`config.mk`:
```
export PLATFORM = sky130hd
export DESIGN_NAME = div_unit
export DESIGN_NICKNAME = d
export VERILOG_FILES = /design/src/rtl/div_unit_pkg.sv /design/src/rtl/div_unit_core.sv /design/src/rtl/div_unit.sv
export SDC_FILE = /design/constraint.sdc
export NUM_CORES = 1
export LEC_CHECK = 0
export BUFFER_PORTS_ARGS = -buffer_cell sky130_fd_sc_hd__buf_4
export CORE_AREA = 2 2 212 214
export CTS_BUF_LIST = sky130_fd_sc_hd__clkbuf_8
export CTS_CLUSTER_SIZE = 8
export DETAILED_ROUTE_END_ITERATION = 6
export DIE_AREA = 0 0 214 216
export PLACE_DENSITY = 0.56
export SKIP_CTS_REPAIR_TIMING = 1
export SYNTH_ARGS = -nofsm -noshare
export SYNTH_HDL_FRONTEND = slang
export SYNTH_HIERARCHICAL = 1
export SYNTH_SLANG_ARGS = --single-unit
export TNS_END_PERCENT = 50
```
`constraint.sdc`:
```
create_clock -name clk -period 5.6 [get_ports clk]
set_input_delay 0 -clock clk [delete_from_list [all_inputs] [get_ports clk]]
set_output_delay 0 -clock clk [all_outputs]
set_load 0.05 [all_outputs]
```
`src/rtl/div_unit_pkg.sv`:
```
// Shared definitions for the fixed-point divider lane: op decode constants,
// FSM state encoding and format helpers.
package div_unit_pkg;

  localparam logic [3:0] OP_ALU = 4'b0000;
  localparam logic [3:0] FN_DIV = 4'b0100;

  // Upper bound on supported operand width for the saturation-limit helpers.
  localparam int unsigned MAX_W = 128;

  typedef enum logic [1:0] {
    IDLE,
    CALC,
    FIX,
    DONE
  } state_t;

  function automatic logic [MAX_W-1:0] max_pos(input int unsigned w);
    logic [MAX_W-1:0] r;
    r = '0;
    for (int unsigned i = 0; i < w - 1; i++) begin
      r[i] = 1'b1;
    end
    return r;
  endfunction

  function automatic logic [MAX_W-1:0] max_neg(input int unsigned w);
    logic [MAX_W-1:0] r;
    r = '0;
    r[w-1] = 1'b1;
    return r;
  endfunction

  // Clamp the signed format-alignment shift into [0, w].
  function automatic int unsigned clamp_shift(input logic signed [10:0] s,
                                              input int unsigned w);
    int v;
    v = int'(s);
    if (v < 0) begin
      return 0;
    end
    if (v > int'(w)) begin
      return w;
    end
    return unsigned'(v);
  endfunction

endpackage

```
`src/rtl/div_unit_core.sv`:
```
// Restoring unsigned 2W/W divider: one quotient bit per clock, 2W clocks per
// operation, quotient held after completion until the next start.
module div_core #(
  parameter int unsigned W = 32
) (
  input  logic           clk,
  input  logic           reset,
  input  logic           start,
  input  logic [2*W-1:0] dividend,
  input  logic [W-1:0]   divisor,
  output logic           last,
  output logic [2*W-1:0] quotient
);

  localparam int unsigned CW = $clog2(2 * W);

  logic           busy;
  logic [CW-1:0]  cnt;
  logic [W-1:0]   rem;
  logic [W-1:0]   dvsr;
  logic [2*W-1:0] quo;
  logic [W:0]     rem_sh;
  logic [W:0]     diff;
  logic           ge;

  // rem < dvsr keeps rem_sh below 2*dvsr, so the borrow bit alone decides.
  always_comb begin
    rem_sh = {rem, quo[2*W-1]};
    diff   = rem_sh - {1'b0, dvsr};
    ge     = ~diff[W];
  end

  assign last     = busy && (cnt == CW'(2 * W - 1));
  assign quotient = quo;

  always_ff @(posedge clk or negedge reset) begin
    if (!reset) begin
      busy <= 1'b0;
      cnt  <= '0;
      rem  <= '0;
      dvsr <= '0;
      quo  <= '0;
    end else if (start) begin
      busy <= 1'b1;
      cnt  <= '0;
      rem  <= '0;
      dvsr <= divisor;
      quo  <= dividend;
    end else if (busy) begin
      rem <= ge ? diff[W-1:0] : rem_sh[W-1:0];
      quo <= {quo[2*W-2:0], ge};
      cnt <= cnt + CW'(1);
      if (last) begin
        busy <= 1'b0;
      end
    end
  end

endmodule

```
`src/rtl/div_unit.sv`:
```
// Signed fixed-point divider lane with valid/ready handshake; owns format
// alignment, sign handling and saturation around the iterative div_core.
module div_unit
  import div_unit_pkg::*;
#(
  parameter int unsigned OPCODE_BITS   = 4,
  parameter int unsigned FUNCTION_BITS = 4,
  parameter int unsigned BIT_WIDTH     = 32
) (
  input  logic                     clk,
  input  logic                     reset,
  input  logic                     in_valid,
  output logic                     in_ready,
  input  logic [OPCODE_BITS-1:0]   opcode,
  input  logic [FUNCTION_BITS-1:0] fn,
  input  logic [BIT_WIDTH-1:0]     data_in0,
  input  logic [BIT_WIDTH-1:0]     data_in1,
  input  logic [7:0]               dest_integer_bits,
  input  logic [7:0]               src1_integer_bits,
  input  logic [7:0]               src2_integer_bits,
  output logic                     out_valid,
  input  logic                     out_ready,
  output logic [BIT_WIDTH-1:0]     data_out,
  output logic                     div_by_zero,
  output logic                     saturated
);

  localparam int unsigned W = BIT_WIDTH;

  localparam logic [MAX_W-1:0] MAX_POS_WIDE = max_pos(W);
  localparam logic [MAX_W-1:0] MAX_NEG_WIDE = max_neg(W);
  localparam logic [W-1:0]     MAX_POS      = MAX_POS_WIDE[W-1:0];
  localparam logic [W-1:0]     MAX_NEG      = MAX_NEG_WIDE[W-1:0];
  localparam logic [2*W-1:0]   LIM_POS      = {{W{1'b0}}, MAX_POS};
  localparam logic [2*W-1:0]   LIM_NEG      = {{W{1'b0}}, MAX_NEG};

  state_t state, state_nxt;

  logic                accept;
  logic                is_div_in;
  logic                b_zero_in;
  logic                start;
  logic signed [10:0]  s_raw;
  int unsigned         sh;
  logic [W:0]          a_ext;
  logic [W:0]          a_abs;
  logic [W-1:0]        b_abs;
  logic [2*W-1:0]      dividend;
  logic                core_last;
  logic [2*W-1:0]      q;

  logic                is_div_q;
  logic                dbz_q;
  logic                neg_q;
  logic                a_neg_q;
  logic [W-1:0]        a_q;

  logic [W-1:0]        res_data;
  logic                res_dbz;
  logic                res_sat;

  always_comb begin
    accept    = in_valid && in_ready;
    is_div_in = (opcode == OPCODE_BITS'(OP_ALU)) && (fn == FUNCTION_BITS'(FN_DIV));
    b_zero_in = (data_in1 == '0);
    start     = accept && is_div_in && !b_zero_in;
    s_raw     = 11'(W) - {3'b000, dest_integer_bits}
              + {3'b000, src1_integer_bits} - {3'b000, src2_integer_bits};
    sh        = clamp_shift(s_raw, W);
    // One extra bit so the most negative dividend has a representable magnitude.
    a_ext     = {data_in0[W-1], data_in0};
    a_abs     = a_ext[W] ? (~a_ext + (W + 1)'(1)) : a_ext;
    b_abs     = data_in1[W-1] ? (~data_in1 + W'(1)) : data_in1;
    dividend  = {{(W - 1){1'b0}}, a_abs} << sh;
  end

  div_core #(
    .W (W)
  ) u_core (
    .clk      (clk),
    .reset    (reset),
    .start    (start),
    .dividend (dividend),
    .divisor  (b_abs),
    .last     (core_last),
    .quotient (q)
  );

  always_ff @(posedge clk or negedge reset) begin
    if (!reset) begin
      state <= IDLE;
    end else begin
      state <= state_nxt;
    end
  end

  always_comb begin
    state_nxt = state;
    unique case (state)
      IDLE: if (accept) state_nxt = start ? CALC : FIX;
      CALC: if (core_last) state_nxt = FIX;
      FIX:  state_nxt = DONE;
      DONE: if (out_ready) state_nxt = IDLE;
      default: state_nxt = IDLE;
    endcase
  end

  always_comb begin
    in_ready  = (state == IDLE);
    out_valid = (state == DONE);
  end

  always_comb begin
    res_data = q[W-1:0];
    res_dbz  = 1'b0;
    res_sat  = 1'b0;
    if (!is_div_q) begin
      res_data = a_q;
    end else if (dbz_q) begin
      res_data = a_neg_q ? MAX_NEG : MAX_POS;
      res_dbz  = 1'b1;
    end else if (neg_q) begin
      if (q > LIM_NEG) begin
        res_data = MAX_NEG;
        res_sat  = 1'b1;
      end else begin
        res_data = ~q[W-1:0] + W'(1);
      end
    end else if (q > LIM_POS) begin
      res_data = MAX_POS;
      res_sat  = 1'b1;
    end
  end

  always_ff @(posedge clk or negedge reset) begin
    if (!reset) begin
      is_div_q    <= 1'b0;
      dbz_q       <= 1'b0;
      neg_q       <= 1'b0;
      a_neg_q     <= 1'b0;
      a_q         <= '0;
      data_out    <= '0;
      div_by_zero <= 1'b0;
      saturated   <= 1'b0;
    end else if (accept) begin
      is_div_q    <= is_div_in;
      dbz_q       <= b_zero_in;
      neg_q       <= data_in0[W-1] ^ data_in1[W-1];
      a_neg_q     <= data_in0[W-1];
      a_q         <= data_in0;
      div_by_zero <= 1'b0;
      saturated   <= 1'b0;
    end else if (state == FIX) begin
      data_out    <= res_data;
      div_by_zero <= res_dbz;
      saturated   <= res_sat;
    end
  end

endmodule

```
==> impl_metrics.csv, run 1 <==
group,metric,value,unit
sta,finalWorstSetupSlack,0.837,ns
sta,fin_skew,0.0315,ns
synth,yosysWarnings,6,
placed_design,pre_cts_ws,0.343,ns
setup_path,reg2reg_depth,12,
setup_path,cp_max_fo,14,
setup_path,timing.critical_path.max_delay_family,"compound AO/OA/AOI/OAI gates",
floorplan,io_pins,136,
setup_path,startpoint_type,"input port",
finish,syn_to_final_growth,18.0,%
placed_design,gp_congestion,0.972,
clock_network,cts_buffers,39,
power,power_density,346,mW/mm2
worst_hold_path,min_path_type,"input port to flop",
clock_network,cts_root_buffer,"clkbuf_8",
global_route,globalRoute.totalOverflow,0,
finish,layout_commonest_cell,"nand2_1",
synth,ys_types,105,
synth,synth_area_leaders,"dfrtp_1 30%, o21ai_0 6.2%, mux2i_1 5.8%",
synth,synth_area,0.0173,mm2
global_route,grt_usage,25.6,%
setup_path,path_depth,22,
synth,seq_area_frac_synth,29.7,%
placed_design,dp_hpwl,44.8,mm
setup_path,arrival,5.25,ns
job,maxCapViolations,0,
route,first_pass_iters,7,
route,route.detailed.drc,0,
setup_path,critPathKind,"input port to flop",
setup_path,r2r-start,"u_core/quotient[63]",
power,peakVddDrop,0.260,mV
sta,period_share,85.0,%
synth,synth_async_sr_flop_share,100,%
sta,rsz0062_at_grt,"false",
synth,syn-num-nets,2301,
global_route,antenna_found_initial,0,
sta,fin_setup_tns,0,ns
synth,synthFlopType,"dfrtp_1",
clock_network,cts.sinks,206,
setup_path,timing.rr.end,"u_core/rem[25]",
global_route,grt_max_degree,151,
synth,synth_largest_area_cell,"dfrtp_1",
finish,final_cell_mix,"227 x nand2_1, 216 x o21ai_0, 205 x dfrtp_1",
setup_path,worst_ep_required_time,6.09,ns
route,drt_iter0_markers,1702,
route,drt_wl_total,61.3,mm
floorplan,initial_core_util,39.5,%
global_route,grt_pass1_vias,16600,
finish,antenna_cells,0,
clock_network,insertion_delay,0.60,ns
route,antenna_left,0,
setup_path,cp_num_buf_inv,4,
setup_path,cp_slowest_cell,"nand3_1",
setup_path,startpoint,"dest_integer_bits[0]",
clock_network,cts_max_level,2,
floorplan,die_w,214,um
status,status,"finished, violations left",
synth,ys_seq_elements,206,
finish,drive_gt1_share,14.3,%
sta,tightest_slew,1.13,ns
sta,timing.hold.ws,-0.00155,ns
setup_path,crit_chain,"buf_4, inv_1, ha_1, nand2_1, o21ai_0, xor2_1, fa_1, inv_1, ha_1, a21oi_1, and4b_1, a21oi_1, nand3_1, nor3_2, buf_4, mux2i_1, mux2i_1, a22oi_1, mux2i_1, o21ai_0, nand2_1, o21ai_0",
setup_path,critPathMaxStageDelay,0.51,ns
setup_path,rrSetupSlack,1.71,ns
synth,syn_inst,2141,
route,via_count,17500,
floorplan,dieHeight,216,um
setup_path,critPathCaptureType,"flop",
status,violations,"negative hold slack",
route,vias_per_cell,5.98,
synth,synth_top_area_share,29.7,%
floorplan,dieArea,0.0462,mm2
clock_network,path_clk_slew,0.06,ns
sta,hold_viol_final,1,
floorplan,num_rows,77,
sta,setup_viol,0,
finish,final_area,0.0205,mm2
floorplan,core-area,0.0438,mm2
sta,slew_violations,0,
clock_network,cts_tree,"yes",
global_route,grt_pass1_wl,95.0,mm
synth,synth.avg_cell_area,8.10,um2
synth,synth_edf_count,0,
sta,layout_min_cycle_time,4.76,ns
clock_network,clk_path_buf_depth,3,
setup_path,setup.worst_path.end,"u_core/quotient[60]",
placed_design,port_buffers,135,
placed_design,post_dp_cell_area,0.0188,mm2
sta,maxSlewHeadroom,24.2,%
finish,nets,2470,
power,p_leak,8.19,nW
route,routedWlPerCell,20.9,um
sta,max_freq,210,MHz
-- synth_stat cells (all sizes together) (28+ instances only) --
master  number
mux2i      101
nor2       149
inv        106
nor4        29
xnor2       60
nand3       69
ha          51
nand2      228
a311oi      34
buf         33
mux2        43
a211oi      28
nor3        50
dfrtp      206
clkbuf     104
xor2        33
o22ai       41
a21oi      123
o21ai      238
-- cell type report --
cell class,count,area [um2]
flip-flops and latches,206,5160
clock inverters,20,118
well taps,592,741
fillers,4362,23400
clock buffers,46,633
inverters,109,409
multi-input cells,1688,11100
repair buffers,266,2240
-- worst min-delay path: cells and delay by family --
family	cells	cell delay (ns)
compound gates	1	0.07
xor+xnor	1	0.06
buf+inv	1	0.24
simple gates	2	0.18
-- layer usage --
metal,part of all wire (%),GRT usage [%],wire length [um]
met3,5.0,3.35,3090
met5,0,0,0
met4,3.8,9.39,2320
met1,44,34.4,27000
met2,47,42.1,28900
-- stage by stage --
stage / power, mW / std cells / util [%]
after floorplan: 4.42 / 2141 / -
after detailed placement: 5.51 / 2775 / 43.0
after global routing: 7.49 / 2927 / 46.7
after CTS: 7.01 / 2841 / 44.7
after global placement: 5.48 / 2775 / 43.0
final: 7.07 / 2927 / 46.7
-- power breakdown --
| group | switching, mW | internal (mW) |
|---|---|---|
| clock network | 0.681 | 0.790 |
| logic | 2.16 | 1.25 |
| registers | 0.359 | 1.82 |
-- state kept, by name, indices dropped and copies added, names as in the netlist, 2 cells and up --
register / count
state: 2
u_core/rem: 32
data_out: 32
a_q: 31
u_core/quotient: 64
u_core/cnt: 6
u_core/dvsr: 32
-- worst min path at each step --
stage	from	end	slack (ns)	depth (start not counted)
5_1_grt	data_in1[31]	u_core/dvsr[18]	0.03	5
2_1_floorplan	reset	a_neg_q	-0.30	0
3_3_place_gp	reset	state[1]	0.08	1
4_1_cts	reset	u_core/dvsr[10]	-0.54	1
3_5_place_dp	reset	state[1]	0.09	1
6_report	data_in1[31]	u_core/dvsr[18]	-0.002	5
-- cell families after synthesis --
group           synth area share (%)
mux                             8.69
simple gates                    19.2
fa+ha+maj                       4.72
compound gates                  26.9
buf+inv                         6.04
xor+xnor                        4.70
flops                           29.7
Power figures use the tool's default switching activity.
==> inputs of run 2 (changes only) <==
- CTS_BUF_LIST: sky130_fd_sc_hd__clkbuf_8 -> sky130_fd_sc_hd__clkbuf_16
==> impl_metrics.csv, run 2 (same netlist as run 1, synthesis figures left out) <==
group,metric,value,unit
route,antenna_left,0,
finish,final_cells,2889,
finish,largest_reg_flops,64,
clock_network,clk_path_buf_depth,3,
sta,finalWorstSetupSlack,0.781,ns
sta,slew_violations,0,
status,status,"completed",
sta,timing.hold.ws,0.0342,ns
power,p_leak,8.12,nW
sta,fin_skew,0.0123,ns
finish,layout_commonest_cell,"nand2_1",
global_route,antenna_found_initial,0,
power,power_density,349,mW/mm2
route,routedWlPerCell,21.1,um
clock_network,cts_tree,"yes",
finish,antenna_cells,0,
global_route,grt_usage,25.4,%
floorplan,dieHeight,216,um
clock_network,cts_root_buffer,"clkbuf_16",
global_route,grt_max_degree,151,
sta,period_share,86.1,%
sta,max_freq,207,MHz
setup_path,cp_slowest_cell,"nand3_1",
sta,fin_setup_tns,0,ns
clock_network,cts_buffers,29,
clock_network,insertion_delay,0.56,ns
route,vias_per_cell,6.06,
floorplan,die_w,214,um
placed_design,gp_congestion,0.972,
setup_path,critPathKind,"input port to flop",
power,peakVddDrop,0.280,mV
route,first_pass_iters,6,
placed_design,port_buffers,135,
finish,drive_gt1_share,13.5,%
floorplan,dieArea,0.0462,mm2
setup_path,crit_chain,"buf_4, inv_1, ha_1, nand2_1, o21ai_0, xor2_1, fa_1, inv_1, ha_1, a21oi_1, and4b_1, a21oi_1, nand3_1, nor3_2, buf_4, mux2i_1, mux2i_1, a22oi_1, mux2i_1, o21ai_0, nand2_1, o21ai_0",
clock_network,path_clk_slew,0.05,ns
floorplan,io_pins,136,
sta,rsz0062_at_grt,"false",
route,drt_wl_total,61.1,mm
placed_design,dp_cells,2775,
finish,syn_to_final_growth,17.7,%
floorplan,core-area,0.0438,mm2
global_route,grt_pass1_wl,94.8,mm
clock_network,cts_max_level,1,
global_route,gr-usage-met1,34.5,%
job,maxCapViolations,0,
clock_network,cts.sinks,206,
finish,fillers,4335,
setup_path,critPathCaptureType,"flop",
global_route,grt_pass1_vias,16500,
placed_design,dp_hpwl,44.8,mm
sta,tightest_slew,1.13,ns
sta,layout_min_cycle_time,4.82,ns
placed_design,pre_cts_ws,0.343,ns
setup_path,startpoint_type,"input port",
floorplan,initial_core_util,39.5,%
setup_path,critPathMaxStageDelay,0.51,ns
global_route,top_usage_layer,"met2",
floorplan,num_rows,77,
route,drt_iter0_markers,1452,
global_route,use_met2,42.2,%
finish,nets,2456,
setup_path,cp_max_fo,14,
route,via_count,17500,
sta,setup_viol,0,
sta,maxSlewHeadroom,24.3,%
setup_path,arrival,5.29,ns
finish,final_cell_mix,"227 x nand2_1, 216 x o21ai_0, 205 x dfrtp_1",
worst_hold_path,min_path_type,"input port to flop",
route,route.detailed.drc,0,
finish,fin_util,46.5,%
setup_path,worst_ep_required_time,6.07,ns
global_route,globalRoute.totalOverflow,0,
sta,hold_viol_final,0,
global_route,grt.met3_usage,2.47,%
[run 2: cell types whose count changed in the layout (fill, tap and decap cells not counted), sizes merged]
cell / delta
bufinv: -1
clkbuf: -17
clkinv: -3
clkinvlp: -2
dlygate4sd3: -4
inv: -11
[run 2: per-stage QoR]
step / cell area [um2] / total power, mW
2_1_floorplan: 17300 / 4.42
6_report: 20400 / 7.12
5_1_grt: 20400 / 7.53
3_5_place_dp: 18800 / 5.51
3_3_place_gp: 18800 / 5.48
4_1_cts: 19600 / 7.07
[run 2: path summary, 6_finish.rpt]
kind,slack [ns],to,cells past startpoint,startpoint
worst min register to register,0.51,a_q[28],1,a_q[28]
worst max-delay path,0.78,u_core/quotient[60],22,dest_integer_bits[0]
worst max register to register,1.65,u_core/rem[25],12,u_core/quotient[63]
min in group asynchronous,0.04,state[1],2,reset
max in group asynchronous,4.08,a_q[17],3,reset
worst min-delay path,0.03,a_neg_q,2,data_in0[31]
[run 2: layout make-up]
type / instances / area [um2] / area share [%]
inverters: 109 / 409 / 2.01
clock inverters: 3 / 11.3 / 0.0552
clock buffers: 29 / 726 / 3.56
well taps: 592 / 741 / 3.63
flip-flops and latches: 206 / 5160 / 25.3
repair buffers: 262 / 2200 / 10.8
multi-input cells: 1688 / 11100 / 54.7
[run 2: worst max-delay path, delay by kind of cell]
family,cells,cell delay (ns)
xor+xnor,1,0.13
fa+ha+maj,3,1.05
simple gates,5,1.16
mux,3,0.88
buf+inv,4,0.52
compound gates,6,1.52
[run 2: where the power goes]
group / leakage [nW] / internal [mW] / switching [mW]
Clock: 0.373 / 0.897 / 0.629
Sequential: 2.11 / 1.82 / 0.353
Combinational: 5.63 / 1.25 / 2.16
Total: 8.12 / 3.97 / 3.15
[run 2: per-layer routing]
layer	share of wire, %	up-vias	wire length, um
met4	3.7	0	2270
met3	4.8	139	2910
met2	47	594	28900
met1	44	8545	27000
li1	-	8227	-
met5	0	-	0
